File: config.mk
export PLATFORM = sky130hd
export DESIGN_NAME = flap_controller
export DESIGN_NICKNAME = d
export VERILOG_FILES = /design/src/rtl/flappy_pkg.sv /design/src/rtl/flap_controller_tick_down_counter.sv /design/src/rtl/flap_controller.sv
export SDC_FILE = /design/constraint.sdc
export NUM_CORES = 1
export LEC_CHECK = 0
export ABC_AREA = 1
export BUFFER_PORTS_ARGS = -buffer_cell sky130_fd_sc_hd__buf_2
export CAP_MARGIN = 5
export CELL_PAD_IN_SITES_DETAIL_PLACEMENT = 0
export CELL_PAD_IN_SITES_GLOBAL_PLACEMENT = 2
export CORE_UTILIZATION = 35
export CTS_CLUSTER_DIAMETER = 150
export DETAILED_ROUTE_END_ITERATION = 10
export HOLD_SLACK_MARGIN = 0.03
export PLACE_DENSITY = 0.8
export SYNTH_ARGS = -nofsm -noshare
export SYNTH_HDL_FRONTEND = slang
export SYNTH_SLANG_ARGS = --single-unit
File: constraint.sdc
create_clock -name clk -period 3.5 [get_ports clk]
set_input_delay 0.35 -clock clk [delete_from_list [all_inputs] [get_ports clk]]
set_output_delay 0.35 -clock clk [all_outputs]
set_load 0.1 [all_outputs]
File: src/rtl/flappy_pkg.sv
// Shared game-level types and default tick constants for the flappy datapath blocks.
package flappy_pkg;

    typedef enum logic [1:0] {
        IDLE = 2'd0,
        PLAY = 2'd1,
        DEAD = 2'd2
    } game_state_t;

    localparam int DEFAULT_CW              = 4;
    localparam int DEFAULT_COOLDOWN_TICKS  = 2;
    localparam int DEFAULT_DEAD_HOLD_TICKS = 8;

endpackage

File: src/rtl/flap_controller_tick_down_counter.sv
// Loadable down-counter that steps once per frame tick and rests at zero.
module tick_down_counter #(
    parameter int CW = 4
) (
    input  logic          clk,
    input  logic          reset,
    input  logic          load,
    input  logic [CW-1:0] load_val,
    input  logic          tick,
    output logic [CW-1:0] count,
    output logic          zero
);

    // A load on the same edge as a tick takes priority over the decrement.
    always_ff @(posedge clk or posedge reset) begin
        if (reset)
            count <= '0;
        else if (load)
            count <= load_val;
        else if (tick && (count != '0))
            count <= count - 1'b1;
    end

    assign zero = (count == '0);

endmodule

File: src/rtl/flap_controller.sv
// Flap button sequencer: edge-detects the key, rate-limits flaps per frame tick and
// runs the IDLE/PLAY/DEAD game state machine with registered control outputs.
module flap_controller
    import flappy_pkg::*;
#(
    parameter int CW              = DEFAULT_CW,
    parameter int COOLDOWN_TICKS  = DEFAULT_COOLDOWN_TICKS,
    parameter int DEAD_HOLD_TICKS = DEFAULT_DEAD_HOLD_TICKS
) (
    input  logic       clk,
    input  logic       reset,
    input  logic       key_level,
    input  logic       tick,
    input  logic       collide,
    output logic       flap,
    output logic       game_run,
    output logic       game_over,
    output logic       score_clear,
    output logic [1:0] state
);

    localparam logic [CW-1:0] COOLDOWN_VAL = CW'(COOLDOWN_TICKS);
    localparam logic [CW-1:0] HOLD_VAL     = CW'(DEAD_HOLD_TICKS);

    game_state_t   state_q;
    logic          key_q;
    logic          press;
    logic          cd_load, cd_zero;
    logic          hold_load, hold_zero;
    logic [CW-1:0] cooldown_cnt, hold_cnt;
    logic          unused_counts;

    assign press = key_level & ~key_q;

    assign cd_load   = press && ((state_q == IDLE) ||
                                 ((state_q == PLAY) && !collide && cd_zero));
    assign hold_load = (state_q == PLAY) && collide;

    tick_down_counter #(.CW(CW)) u_cooldown (
        .clk      (clk),
        .reset    (reset),
        .load     (cd_load),
        .load_val (COOLDOWN_VAL),
        .tick     (tick),
        .count    (cooldown_cnt),
        .zero     (cd_zero)
    );

    tick_down_counter #(.CW(CW)) u_hold (
        .clk      (clk),
        .reset    (reset),
        .load     (hold_load),
        .load_val (HOLD_VAL),
        .tick     (tick),
        .count    (hold_cnt),
        .zero     (hold_zero)
    );

    assign unused_counts = ^{cooldown_cnt, hold_cnt};

    // key_q resets high so a key held through reset release is not seen as a press.
    // NOTE: all state here uses non-blocking assignments so every branch reads pre-edge values.
    always_ff @(posedge clk or posedge reset) begin
        if (reset) begin
            state_q     <= IDLE;
            key_q       <= 1'b1;
            flap        <= 1'b0;
            score_clear <= 1'b0;
            game_run    <= 1'b0;
            game_over   <= 1'b0;
        end else begin
            key_q       <= key_level;
            flap        <= 1'b0;
            score_clear <= 1'b0;
            case (state_q)
                IDLE: begin
                    if (press) begin
                        state_q     <= PLAY;
                        flap        <= 1'b1;
                        score_clear <= 1'b1;
                        game_run    <= 1'b1;
                    end
                end
                PLAY: begin
                    if (collide) begin
                        state_q   <= DEAD;
                        game_run  <= 1'b0;
                        game_over <= 1'b1;
                    end else if (press && cd_zero) begin
                        flap <= 1'b1;
                    end
                end
                DEAD: begin
                    if (press && hold_zero) begin
                        state_q   <= IDLE;
                        game_over <= 1'b0;
                    end
                end
                default: begin
                    state_q   <= IDLE;
                    game_run  <= 1'b0;
                    game_over <= 1'b0;
                end
            endcase
        end
    end

    assign state = state_q;

endmodule

# Word-level counts from Yosys, hierarchy flattened
# Index checks and enable logic that the tools add are counted.
# word_totals
output_inout_bits	6
ff_bits	15
inputBits	5
# op_classes
addsub	2
n_reduce_logical	20
bitwise	4
n_eq_ne	5
mux	19
# ops
operator	count
4-bit two-way mux	4
3-bit AND reduction	3
1-bit logical AND	8
4-bit logical NOT	2
1-bit two-way mux	8
4-bit nonzero test	2
4-bit by 1-bit subtractor with 4-bit output, second input constant	2
2-bit two-way mux	3
2-bit inequality test, second input constant	3
1-bit one-hot mux with 3 select lines	2
2-bit one-hot mux with 3 select lines	1
2-bit nonzero test	2
1-bit inverter	3
2-bit by 1-bit equality test with 1-bit output, second input constant	1
2-bit equality test, second input constant	1
2-bit logical NOT	1
1-bit one-hot mux with 2 select lines	1
1-bit bitwise AND	1
1-bit logical NOT	1
1-bit logical OR	1

# Longest topological paths before layout
# depth
depth_word	6
depth_mapped	7

# Hierarchy
# Synthesis repeated with hierarchy kept, for this count alone.
# unflattened
hier_cells	134
hier_area_um2	908.4
# modules_own_cells
module	cells_each	seq_area_each_um2	area_each_um2	n_inst
tick_down_counter	47	100.1	299.0	2
flap_controller	40	176.4	310.3	1

# Worst setup path before layout
# No wires, ideal clock.
# synth_timing
path_kind	register -> register
start	register state_q[0] (netlist: state[0])
end	register u_hold.count[2]
t_arrival_ns	1.585
required_ns	3.424
synth_period_minus_slack_ns	1.662
slack_ns	1.838
setup_ns	0.076
path_stages_with_launch	5
n_path_buf	0
cell_sequence	dfrtp_1 -> nand3_2 -> nand2_2 -> nand3_1 -> o21ai_1
# synth_via
elab_chain_len	3
word_cells_on_any_way	4
classes_between	eq/ne: 1; mux: 1; reduce/logical: 2
# synth_lines
item	line_no	source
start, declared	flap_controller.sv:25	game_state_t state_q;
start signal, assigned	flap_controller.sv:65	state_q <= IDLE;
start signal, assigned	flap_controller.sv:78	state_q <= PLAY;
start signal, assigned	flap_controller.sv:86	state_q <= DEAD;
2-bit by 1-bit equality test with 1-bit output *	flap_controller.sv:37	assign hold_load = (state_q == PLAY) && collide;
1-bit logical AND *	flap_controller.sv:37	
4-bit two-way mux / 2-bit nonzero test (equally long branches)	n/a	
end signal, assigned	flap_controller_tick_down_counter.sv:19	count <= load_val;
end signal, assigned	flap_controller_tick_down_counter.sv:21	count <= count - 1'b1;
end, declared	flap_controller_tick_down_counter.sv:10	output logic [CW-1:0] count,
# Mark *: on every way between the ends. The rest lies on a longest branch, timed or not.
# A chain may end at the register's enable or synchronous reset.

# Worst setup path after layout
# layout_timing
start	register state_q[1] (netlist: state[1])
end	output state[1]
# layout_rtl
item	line_no	source
end, declared	flap_controller.sv:19	output logic [1:0] state
# No word-level cell between the ends.

==> out/results.tsv <==
stage	metric	value	unit
place	port_buffers	10	
clocking	htreeDepth	1	
clocking	cts_buffers	3	
global_routing	grt_pass1_wl	2477	microns
worst_setup_path	crit_path_max_incr_delay	0.49	ns
floorplanning	dieArea	2353	sq um
timing	worstMarginPinSlew	0.5624	ns
yosys	synth_edf_count	0	
place	pre_cts_slack	2.187	ns
global_routing	antenna_found_initial	0	
floorplanning	coreArea	2002	sq um
yosys	synth-main-ff-cell	dfrtp_1	
clocking	cts_root_buf	clkbuf_4	
yosys	yosys-top-cells-count	nand2_1 (18), dfrtp_1 (14), inv_1 (11), nand3_1 (10), nor2_1 (6)	
clocking	clk_pin_slew	0.09	ns
global_routing	grt_pass1_vias	574	
hold_path	min_path_type	in -> async	
worst_setup_path	cpLargestDelayFamily	flip-flops	
worst_setup_path	timing.critical_path.from_type	register	
yosys	synth_nets	91	
yosys	yosysTopAreaCell	dfrtp_1	
timing	timing.hold.ws	0.09898	ns
clocking	postCtsHoldBufs	0	
timing	slew_headroom	62.47	%
yosys	ys_seq_area_share	49.75	%
timing	fin_crit	1.606	ns
yosys	synthArstFlopShare	100.0	%
worst_setup_path	critPathKind	reg -> out	
clocking	clk_latency	0.28	ns
finish	antenna_cells	0	
clocking	cts_buffer_depth	2	
place	place_inst	120	
timing	period_share	45.90	%
global_routing	overflow	0	
yosys	synth.avg_cell_area	9.012	sq um
routing	first_pass_iters	4	
place	place_hpwl	1000	microns
yosys	synth.ff_latch_count	15	
timing	rsz0062_at_grt	false	
yosys	synth_top_area_share	46.28	%
floorplanning	ios	11	
routing	wirelength	1356	microns
timing	fmax	622.5	MHz
routing	drc_errors	0	
worst_setup_path	endpoint_kind	primary output	
routing	viasPerCell	4.694	
clocking	clock-sinks	15	
yosys	synthTopCellsByArea	dfrtp_1 (46%), nand2_1 (8.9%), nand3_1 (6.6%)	
worst_setup_path	cp_max_fo	7	
yosys	yosysUniqueCellTypes	21	
power	irDropWorstVdd	0.0005594	V
timing	hold_viol	0	
clocking	cts_tree	built	
finish	fillerInstances	222	
worst_setup_path	worstPathCellList	buf_2	
routing	drtIter0Drc	8	
yosys	synth_cells	84	
timing	setup_slack	1.894	ns
timing	slew_violations	0	
status	outcome	completed	
yosys	synth-warning-count	0	
yosys	syn_area	757.0	sq um
finish	drive_gt1_share	27.84	%
clocking	cts_setup_buffers	0	
power	p_leak	0.4475	nW
finish	area.sequential	376.6	sq um
finish	nNetsFinal	105	
worst_setup_path	worstPathArrival	1.26	ns
finish	syn_to_final_growth	13.88	%
global_routing	track_usage	13.99	%
worst_setup_path	critPathSlowestCell	dfrtp_1	
routing	wl_per_cell	10.94	microns
worst_setup_path	critPathBufInv	1	
yosys	synth.most_common_cell	nand2_1	
global_routing	grt_max_degree	16	
floorplanning	num_rows	16	
clocking	post_cts_resize_count	0	
power	power.density	1014	nW/um^2
floorplanning	die_w	48.51	microns
routing	postRouteAntennaNets	0	
floorplanning	die_h	48.51	microns
floorplanning	start_util	37.81	%
timing	fin_skew	0.003564	ns
worst_setup_path	ff2ff_setup_slack	2.16	ns
place	gp_congestion	0.7091	
run	drv_cap	0	
timing	tns	0	ns
worst_setup_path	required	3.15	ns
finish	multi_input_area	326.6	sq um
finish	final-instance-count-excl-fill	124	
routing	vias	582	
timing	setup_viol	0	
kinds of logic (layout without fill, tap and decap cells):
kind of cell	Yosys count	after routing	share of synthesized area (%)
fa+ha+maj	2	2	3.305
compound gates	7	7	6.114
buf+inv	14	27	7.107
xor+xnor	1	1	1.157
flops	15	15	49.75
simple gates	45	45	32.56
report_power, final:
part	internal (W)	total, W	switching [W]
Sequential	0.000244	0.000295	0.0000508
Combinational	0.000122	0.000478	0.000357
Clock	0.0000443	0.000101	0.0000568
Total	0.000410	0.000875	0.000464
flip-flops by register name, summed over array words and instances (netlist names):
signal / cells
u_cooldown.count: 4
u_hold.count: 4
state: 2
flap: 1
game_over: 1
game_run: 1
key_q: 1
score_clear: 1
routing by layer:
metal	vias to the layer above	part of all wire, %	global-route usage, %
met5	-	0	0
met4	0	2.4	7.353
met3	5	3.5	2.201
met2	11	44	22.07
met1	265	50	18.57
li1	301	-	-
final timing paths:
| check | start | to | depth (start not counted) |
|---|---|---|---|
| setup / recovery | state[1] | state[1] | 1 |
| hold / removal | reset | state[0] | 2 |
| setup reg to reg | u_cooldown.count[0] | u_cooldown.count[0] | 7 |
| hold reg to reg | game_run | game_run | 2 |
| max in group asynchronous | reset | key_q | 2 |
| min in group clk | key_level | key_q | 1 |
final cells by class:
class	instances	share of cell area (%)
Sequential cell	15	43.69
Multi-Input combinational cell	55	37.88
Clock buffer	4	3.048
Tap cell	27	3.919
Timing Repair Buffer	10	5.806
Inverter	13	5.660
cells in the final DEF, fill, tap and decap left out, types with 2 or more instances in the layout:
| cell type | netlist | final |
|---|---|---|
| nand3_1 | 10 | 10 |
| inv_1 | 11 | 11 |
| nand3_4 | 2 | 2 |
| clkbuf_4 | 0 | 3 |
| buf_2 | 1 | 10 |
| ha_1 | 2 | 2 |
| dfrtp_1 | 14 | 14 |
| nand4_1 | 2 | 2 |
| nand2_1 | 18 | 18 |
| o21ai_0 | 3 | 3 |
| nand3_2 | 2 | 2 |
| nand2_2 | 2 | 2 |
| nor3_2 | 2 | 2 |
| nor2_1 | 6 | 6 |
| inv_2 | 2 | 2 |
metrics by stage:
stage               cell area, sq um  util (%)  total power, W
floorplan                      757.0         -       0.0006993
global placement               835.8     41.75       0.0007770
detailed placement             835.8     41.75       0.0007770
CTS                            862.1     43.06       0.0008854
global route                   862.1     43.06       0.0009439
finish                         862.1     43.06       0.0008746
Power figures use the tool's default switching activity.
